--- config.mk ---
export PLATFORM = sky130hd
export DESIGN_NAME = biu_bus_controller_flat
export DESIGN_NICKNAME = d
export VERILOG_FILES = /design/src/rtl/biu_bus_if.sv /design/src/rtl/biu_bus_controller.sv /design/src/flat_wrapper.sv
export SDC_FILE = /design/constraint.sdc
export NUM_CORES = 1
export LEC_CHECK = 0
export ABC_AREA = 1
export BUFFER_PORTS_ARGS = -buffer_cell sky130_fd_sc_hd__buf_2
export CELL_PAD_IN_SITES_DETAIL_PLACEMENT = 0
export CELL_PAD_IN_SITES_GLOBAL_PLACEMENT = 2
export CORE_UTILIZATION = 23
export CTS_CLUSTER_DIAMETER = 50
export DETAILED_ROUTE_END_ITERATION = 8
export GPL_ROUTABILITY_DRIVEN = 0
export PLACE_DENSITY = 0.79
export SLEW_MARGIN = 10
export SYNTH_ARGS = -nofsm -noshare
export SYNTH_HDL_FRONTEND = slang
export SYNTH_SLANG_ARGS = --single-unit
--- constraint.sdc ---
create_clock -name clk -period 2.2 [get_ports clk]
set_input_delay 0.22 -clock clk [delete_from_list [all_inputs] [get_ports clk]]
set_output_delay 0.22 -clock clk [all_outputs]
set_load 0.03 [all_outputs]
--- src/rtl/biu_bus_if.sv ---
// Handshake and bus-control bundle between the EU/queue side and the BIU bus-cycle sequencer.
interface biu_bus_if;
  logic       eu_req;
  logic       eu_wr;
  logic [2:0] eu_op;
  logic       eu_ack;
  logic       q_pop;
  logic       queue_flush;
  logic       ready;
  logic [2:0] q_count;
  logic [2:0] alu_op;
  logic       ale;
  logic       internal_rd_wr;
  logic       queue_en;
  logic       ip_en;
  logic       ip_sel;
  logic       busy;

  modport slave (
    input  eu_req, eu_wr, eu_op, q_pop, queue_flush, ready,
    output eu_ack, q_count, alu_op, ale, internal_rd_wr, queue_en, ip_en, ip_sel, busy
  );

  modport master (
    output eu_req, eu_wr, eu_op, q_pop, queue_flush, ready,
    input  eu_ack, q_count, alu_op, ale, internal_rd_wr, queue_en, ip_en, ip_sel, busy
  );
endinterface

--- src/rtl/biu_bus_controller.sv ---
// BIU bus-cycle sequencer: T1-T2-T3-(Tw)-T4 cycles, EU-over-prefetch arbitration, queue occupancy.
// Optional BIU_WAIT_STATE_EN: honour ready and insert Tw; otherwise every cycle is exactly 4 clocks.
module biu_bus_controller #(
  parameter int unsigned QUEUE_DEPTH = 6,
  parameter logic [2:0]  PREFETCH_OP = 3'b000
) (
  input  logic      clk,
  input  logic      reset,
  biu_bus_if.slave  bus
);

  typedef enum logic [2:0] {S_TI, S_T1, S_T2, S_T3, S_TW, S_T4} state_e;

  localparam logic [2:0] DEPTH = 3'(QUEUE_DEPTH);

  state_e     state_q, state_d;
  logic       cyc_eu_q, cyc_eu_d;
  logic       wr_q, wr_d;
  logic       discard_q, discard_d;
  logic [2:0] op_q, op_d;
  logic [2:0] q_count_q, q_count_d;

  logic arb_slot, grant_eu, grant_pf, kept_pf, push, pop, pf_in_flight;

  always_ff @(posedge clk) begin
    if (reset) begin
      state_q   <= S_TI;
      cyc_eu_q  <= 1'b0;
      wr_q      <= 1'b0;
      discard_q <= 1'b0;
      op_q      <= 3'b000;
      q_count_q <= 3'd0;
    end else begin
      state_q   <= state_d;
      cyc_eu_q  <= cyc_eu_d;
      wr_q      <= wr_d;
      discard_q <= discard_d;
      op_q      <= op_d;
      q_count_q <= q_count_d;
    end
  end

  // A flush arriving in T4 itself suppresses the push directly, before the discard flag could.
  assign kept_pf = (state_q == S_T4) && !cyc_eu_q && !discard_q && !bus.queue_flush;
  assign push    = kept_pf;
  assign pop     = bus.q_pop && (q_count_q != 3'd0);

  always_comb begin
    q_count_d = q_count_q;
    if (bus.queue_flush) begin
      q_count_d = 3'd0;
    end else begin
      q_count_d = q_count_q + {2'b00, push} - {2'b00, pop};
    end
  end

  // The EU request is still high during its own ack cycle, so it must not re-grant there.
  assign arb_slot = (state_q == S_TI) || (state_q == S_T4);
  assign grant_eu = arb_slot && bus.eu_req && !((state_q == S_T4) && cyc_eu_q);
  assign grant_pf = arb_slot && !grant_eu && !bus.queue_flush && (q_count_d < DEPTH);

  assign pf_in_flight = !cyc_eu_q && ((state_q == S_T1) || (state_q == S_T2) ||
                                      (state_q == S_T3) || (state_q == S_TW));

  always_comb begin
    state_d   = state_q;
    cyc_eu_d  = cyc_eu_q;
    wr_d      = wr_q;
    op_d      = op_q;
    discard_d = discard_q;

    case (state_q)
      S_TI: if (grant_eu || grant_pf) state_d = S_T1;
      S_T1: state_d = S_T2;
      S_T2: state_d = S_T3;
`ifdef BIU_WAIT_STATE_EN
      S_T3: state_d = bus.ready ? S_T4 : S_TW;
      S_TW: state_d = bus.ready ? S_T4 : S_TW;
`else
      S_T3: state_d = S_T4;
      S_TW: state_d = S_T4;
`endif
      S_T4: begin
        state_d   = (grant_eu || grant_pf) ? S_T1 : S_TI;
        discard_d = 1'b0;
      end
      default: state_d = S_TI;
    endcase

    if (grant_eu) begin
      cyc_eu_d = 1'b1;
      wr_d     = bus.eu_wr;
      op_d     = bus.eu_op;
    end else if (grant_pf) begin
      cyc_eu_d = 1'b0;
      wr_d     = 1'b0;
      op_d     = PREFETCH_OP;
    end

    if (bus.queue_flush && pf_in_flight) discard_d = 1'b1;
  end

  assign bus.busy           = (state_q != S_TI);
  assign bus.ale            = (state_q == S_T1);
  assign bus.internal_rd_wr = cyc_eu_q && wr_q &&
                              ((state_q == S_T2) || (state_q == S_T3) ||
                               (state_q == S_TW) || (state_q == S_T4));
  assign bus.eu_ack         = (state_q == S_T4) && cyc_eu_q;
  assign bus.queue_en       = kept_pf;
  assign bus.ip_en          = kept_pf || bus.queue_flush;
  assign bus.ip_sel         = kept_pf;
  assign bus.alu_op         = op_q;
  assign bus.q_count        = q_count_q;

endmodule
--- src/flat_wrapper.sv ---
// flat-port wrapper written by rule: the top's interface ports become plain ports
module biu_bus_controller_flat 
#(
  parameter int unsigned QUEUE_DEPTH = 6,
  parameter logic [2:0]  PREFETCH_OP = 3'b000
)
  (clk, reset, bus_eu_req, bus_eu_wr, bus_eu_op, bus_q_pop, bus_queue_flush, bus_ready, bus_eu_ack, bus_q_count, bus_alu_op, bus_ale, bus_internal_rd_wr, bus_queue_en, bus_ip_en, bus_ip_sel, bus_busy);
  biu_bus_if bus_i ();
  input  logic clk;
  input  logic reset;
  input wire logic [$bits(bus_i.eu_req)-1:0] bus_eu_req;
  input wire logic [$bits(bus_i.eu_wr)-1:0] bus_eu_wr;
  input wire logic [$bits(bus_i.eu_op)-1:0] bus_eu_op;
  input wire logic [$bits(bus_i.q_pop)-1:0] bus_q_pop;
  input wire logic [$bits(bus_i.queue_flush)-1:0] bus_queue_flush;
  input wire logic [$bits(bus_i.ready)-1:0] bus_ready;
  output wire logic [$bits(bus_i.eu_ack)-1:0] bus_eu_ack;
  output wire logic [$bits(bus_i.q_count)-1:0] bus_q_count;
  output wire logic [$bits(bus_i.alu_op)-1:0] bus_alu_op;
  output wire logic [$bits(bus_i.ale)-1:0] bus_ale;
  output wire logic [$bits(bus_i.internal_rd_wr)-1:0] bus_internal_rd_wr;
  output wire logic [$bits(bus_i.queue_en)-1:0] bus_queue_en;
  output wire logic [$bits(bus_i.ip_en)-1:0] bus_ip_en;
  output wire logic [$bits(bus_i.ip_sel)-1:0] bus_ip_sel;
  output wire logic [$bits(bus_i.busy)-1:0] bus_busy;
  assign bus_i.eu_req = bus_eu_req;
  assign bus_i.eu_wr = bus_eu_wr;
  assign bus_i.eu_op = bus_eu_op;
  assign bus_i.q_pop = bus_q_pop;
  assign bus_i.queue_flush = bus_queue_flush;
  assign bus_i.ready = bus_ready;
  assign bus_eu_ack = bus_i.eu_ack;
  assign bus_q_count = bus_i.q_count;
  assign bus_alu_op = bus_i.alu_op;
  assign bus_ale = bus_i.ale;
  assign bus_internal_rd_wr = bus_i.internal_rd_wr;
  assign bus_queue_en = bus_i.queue_en;
  assign bus_ip_en = bus_i.ip_en;
  assign bus_ip_sel = bus_i.ip_sel;
  assign bus_busy = bus_i.busy;
  biu_bus_controller #(.QUEUE_DEPTH(QUEUE_DEPTH), .PREFETCH_OP(PREFETCH_OP)) u_core (.clk(clk), .reset(reset), .bus(bus_i));
endmodule
==> reports/qor.csv <==
metric;value;unit
status;finished, violations left;
violations;negative setup slack;
totalWireLength;1.55;mm
root_buffer;clkbuf_4;
grt_pass1_wl;2.80;mm
vias;661;
areaGrowthSynthToFinish;45.3;%
crit_path_end_kind;flip-flop;
synth_fp_nets;108;
drive_above_1_share;0.508;
worst-path-max-fanout;5;
num_rows;19;
dieArea;3180;sq um
clkLatencyLatePin;0.27;ns
crit_buf_inv;3;
yosysWarnings;0;
die_y;56.4;um
clock.fmax;0.448;GHz
grt_antenna_before_repair;0;
worst_hold_slack;0.194;ns
ys_seq_area_frac;0.354;
io_pins;23;
final_common_cell;buf_2;
layout_setup_ws;-0.0343;ns
cp_slowest_cell;fa_2;
htreeDepth;1;
worst_slew_pin_slew;0.230;ns
grt-ovfl-total;0;
cts_buffers;3;
drtIter0Drc;9;
cap_violations;0;
finalSetupViolations;5;
via_per_inst;4.16;
vdd_drop_max;0.419;mV
dp_cells;153;
hold_class;input port to flip-flop;
nNetsFinal;143;
hold_viol_final;0;
synthDistinctLibCells;21;
post-route-drc-count;0;
grt_pass1_vias;677;
syn_inst;94;
antenna_cells;0;
ys_ff_latch;12;
ant_nets;0;
start_kind;flip-flop;
grt_max_degree;12;
critPathArrivalTime;2.44;ns
syn_area;679;sq um
cts_tree;done;
die-width;56.4;um
drv_slew;0;
period_share;1.02;
placeableCoreArea;2780;sq um
path_clk_slew;0.08;ns
wl_per_cell;9.72;um
p_leak;0.489;nW
fin_crit;2.23;ns
worstPathCellList;inv_2 -> nand2_2 -> o21a_1 -> ha_1 -> inv_1 -> ha_2 -> fa_2 -> nand4_1 -> nand2_2 -> buf_12 -> nand3_2 -> a21oi_2;
final_cell_count_no_fill;159;
portBuffers;21;
clockBufferDepth;2;
final_cell_mix;21 x buf_2, 16 x nand2_1, 11 x inv_1;
place_hpwl;1.25;mm
rsz0062_at_grt;yes;
cpPeakStageDelay;0.53;ns
finClkSkew;0.00149;ns
grt_usage;0.111;
powerDensity;945;nW/um^2
initial_utilization;0.244;
clock_sinks;12;
cp_top_family;adder cells;
firstDrtPassIters;4;
path_class;flip-flop to flip-flop;
crit_top_cell;nand2_2;
syn_area_per_cell;7.23;sq um
critical_path_required;2.41;ns
max-slew-margin-rel;0.846;
## where the power goes
part           switching, W  internal (W)  total, W
clock             0.0000743      0.000100  0.000175
combinational      0.000299      0.000168  0.000467
sequential        0.0000323      0.000259  0.000291
total              0.000406      0.000527  0.000933
## synth_stat cells
master	count	area, sq um
and3_1	1	6.26
inv_1	12	45.0
inv_2	5	18.8
fa_1	1	20.0
nor2_1	8	30.0
a21oi_1	7	35.0
ha_1	3	37.5
nand2_4	1	11.3
nor2_2	4	25.0
buf_4	1	7.51
nand3_1	10	50.1
o21a_1	1	7.51
a211oi_1	1	7.51
dfxtp_1	12	240
nand2_1	18	67.6
nor2_4	3	33.8
nor3b_1	1	7.51
nand4_1	1	6.26
nand2_2	2	12.5
o22ai_1	1	6.26
clkbuf_1	1	3.75
## metal layers
metal | up-vias | routed length (um) | GRT usage
met5 | - | 0 | 0
met1 | 284 | 813 | 0.149
li1 | 362 | - | -
met4 | 0 | 13 | 0.0523
met2 | 13 | 668 | 0.175
met3 | 2 | 50 | 0.0161
## path summary, 6_finish.rpt
check	cells past startpoint	to	slack [ns]	from
setup / recovery	12	u_core.bus.alu_op[2]	-0.03	u_core.bus.q_count[1]
hold / removal	3	u_core.bus.alu_op[1]	0.19	bus_eu_op[1]
setup reg to reg	12	u_core.bus.alu_op[2]	-0.03	u_core.bus.q_count[1]
hold reg to reg	2	u_core.discard_q	0.47	u_core.discard_q
## worst reg2reg max path: cells and delay by family (launching register included)
kind,cells,cell delay [ns]
adders and majority gates,3,0.95
and+or+nand+nor,4,0.37
AOI/OAI and AO/OA,2,0.30
DFF,1,0.35
buffers and inverters,3,0.21
## state kept, by name, summed over array words and instances (netlist names)
name and flops:
u_core.bus.alu_op 3, u_core.bus.q_count 3, u_core.cyc_eu_q 1, u_core.discard_q 1, u_core.state_q 3, u_core.wr_q 1
## cell type report
class / instances / area, sq um
Clock buffer: 4 / 36.3
Fill cell: 298 / 1790
Inverter: 17 / 63.8
Multi-Input combinational cell: 63 / 403
Sequential cell: 12 / 245
Tap cell: 31 / 38.8
Timing Repair Buffer: 32 / 200
## what timing repair did
item                       in CTS  in global routing
setup endpoints to repair       7                  7
setup buffers                   1                  1
pin swaps                       6                  2
hold buffers                    0                  0
resized for setup               4                  6
## per-stage QoR
step / power (W) / setup WS, ns / utilization / TNS, ns / instance area, sq um
finish: 0.000933 / -0.0343 / 0.355 / -0.107 / 987
global route: 0.00101 / -0.144 / 0.355 / -0.867 / 987
CTS: 0.000930 / -0.0369 / 0.344 / -0.181 / 956
detailed placement: 0.000740 / -0.0539 / 0.323 / -0.259 / 900
global placement: 0.000735 / -0.0542 / 0.323 / -0.253 / 900
floorplan: 0.000601 / 0.0253 / - / 0 / 687
## cells by family after synthesis
group	share of synthesized area
AOI/OAI and AO/OA	0.0829
and+or+nand+nor	0.368
DFF	0.354
adders and majority gates	0.0847
buffers and inverters	0.110
(Power assumes the default switching activity.)
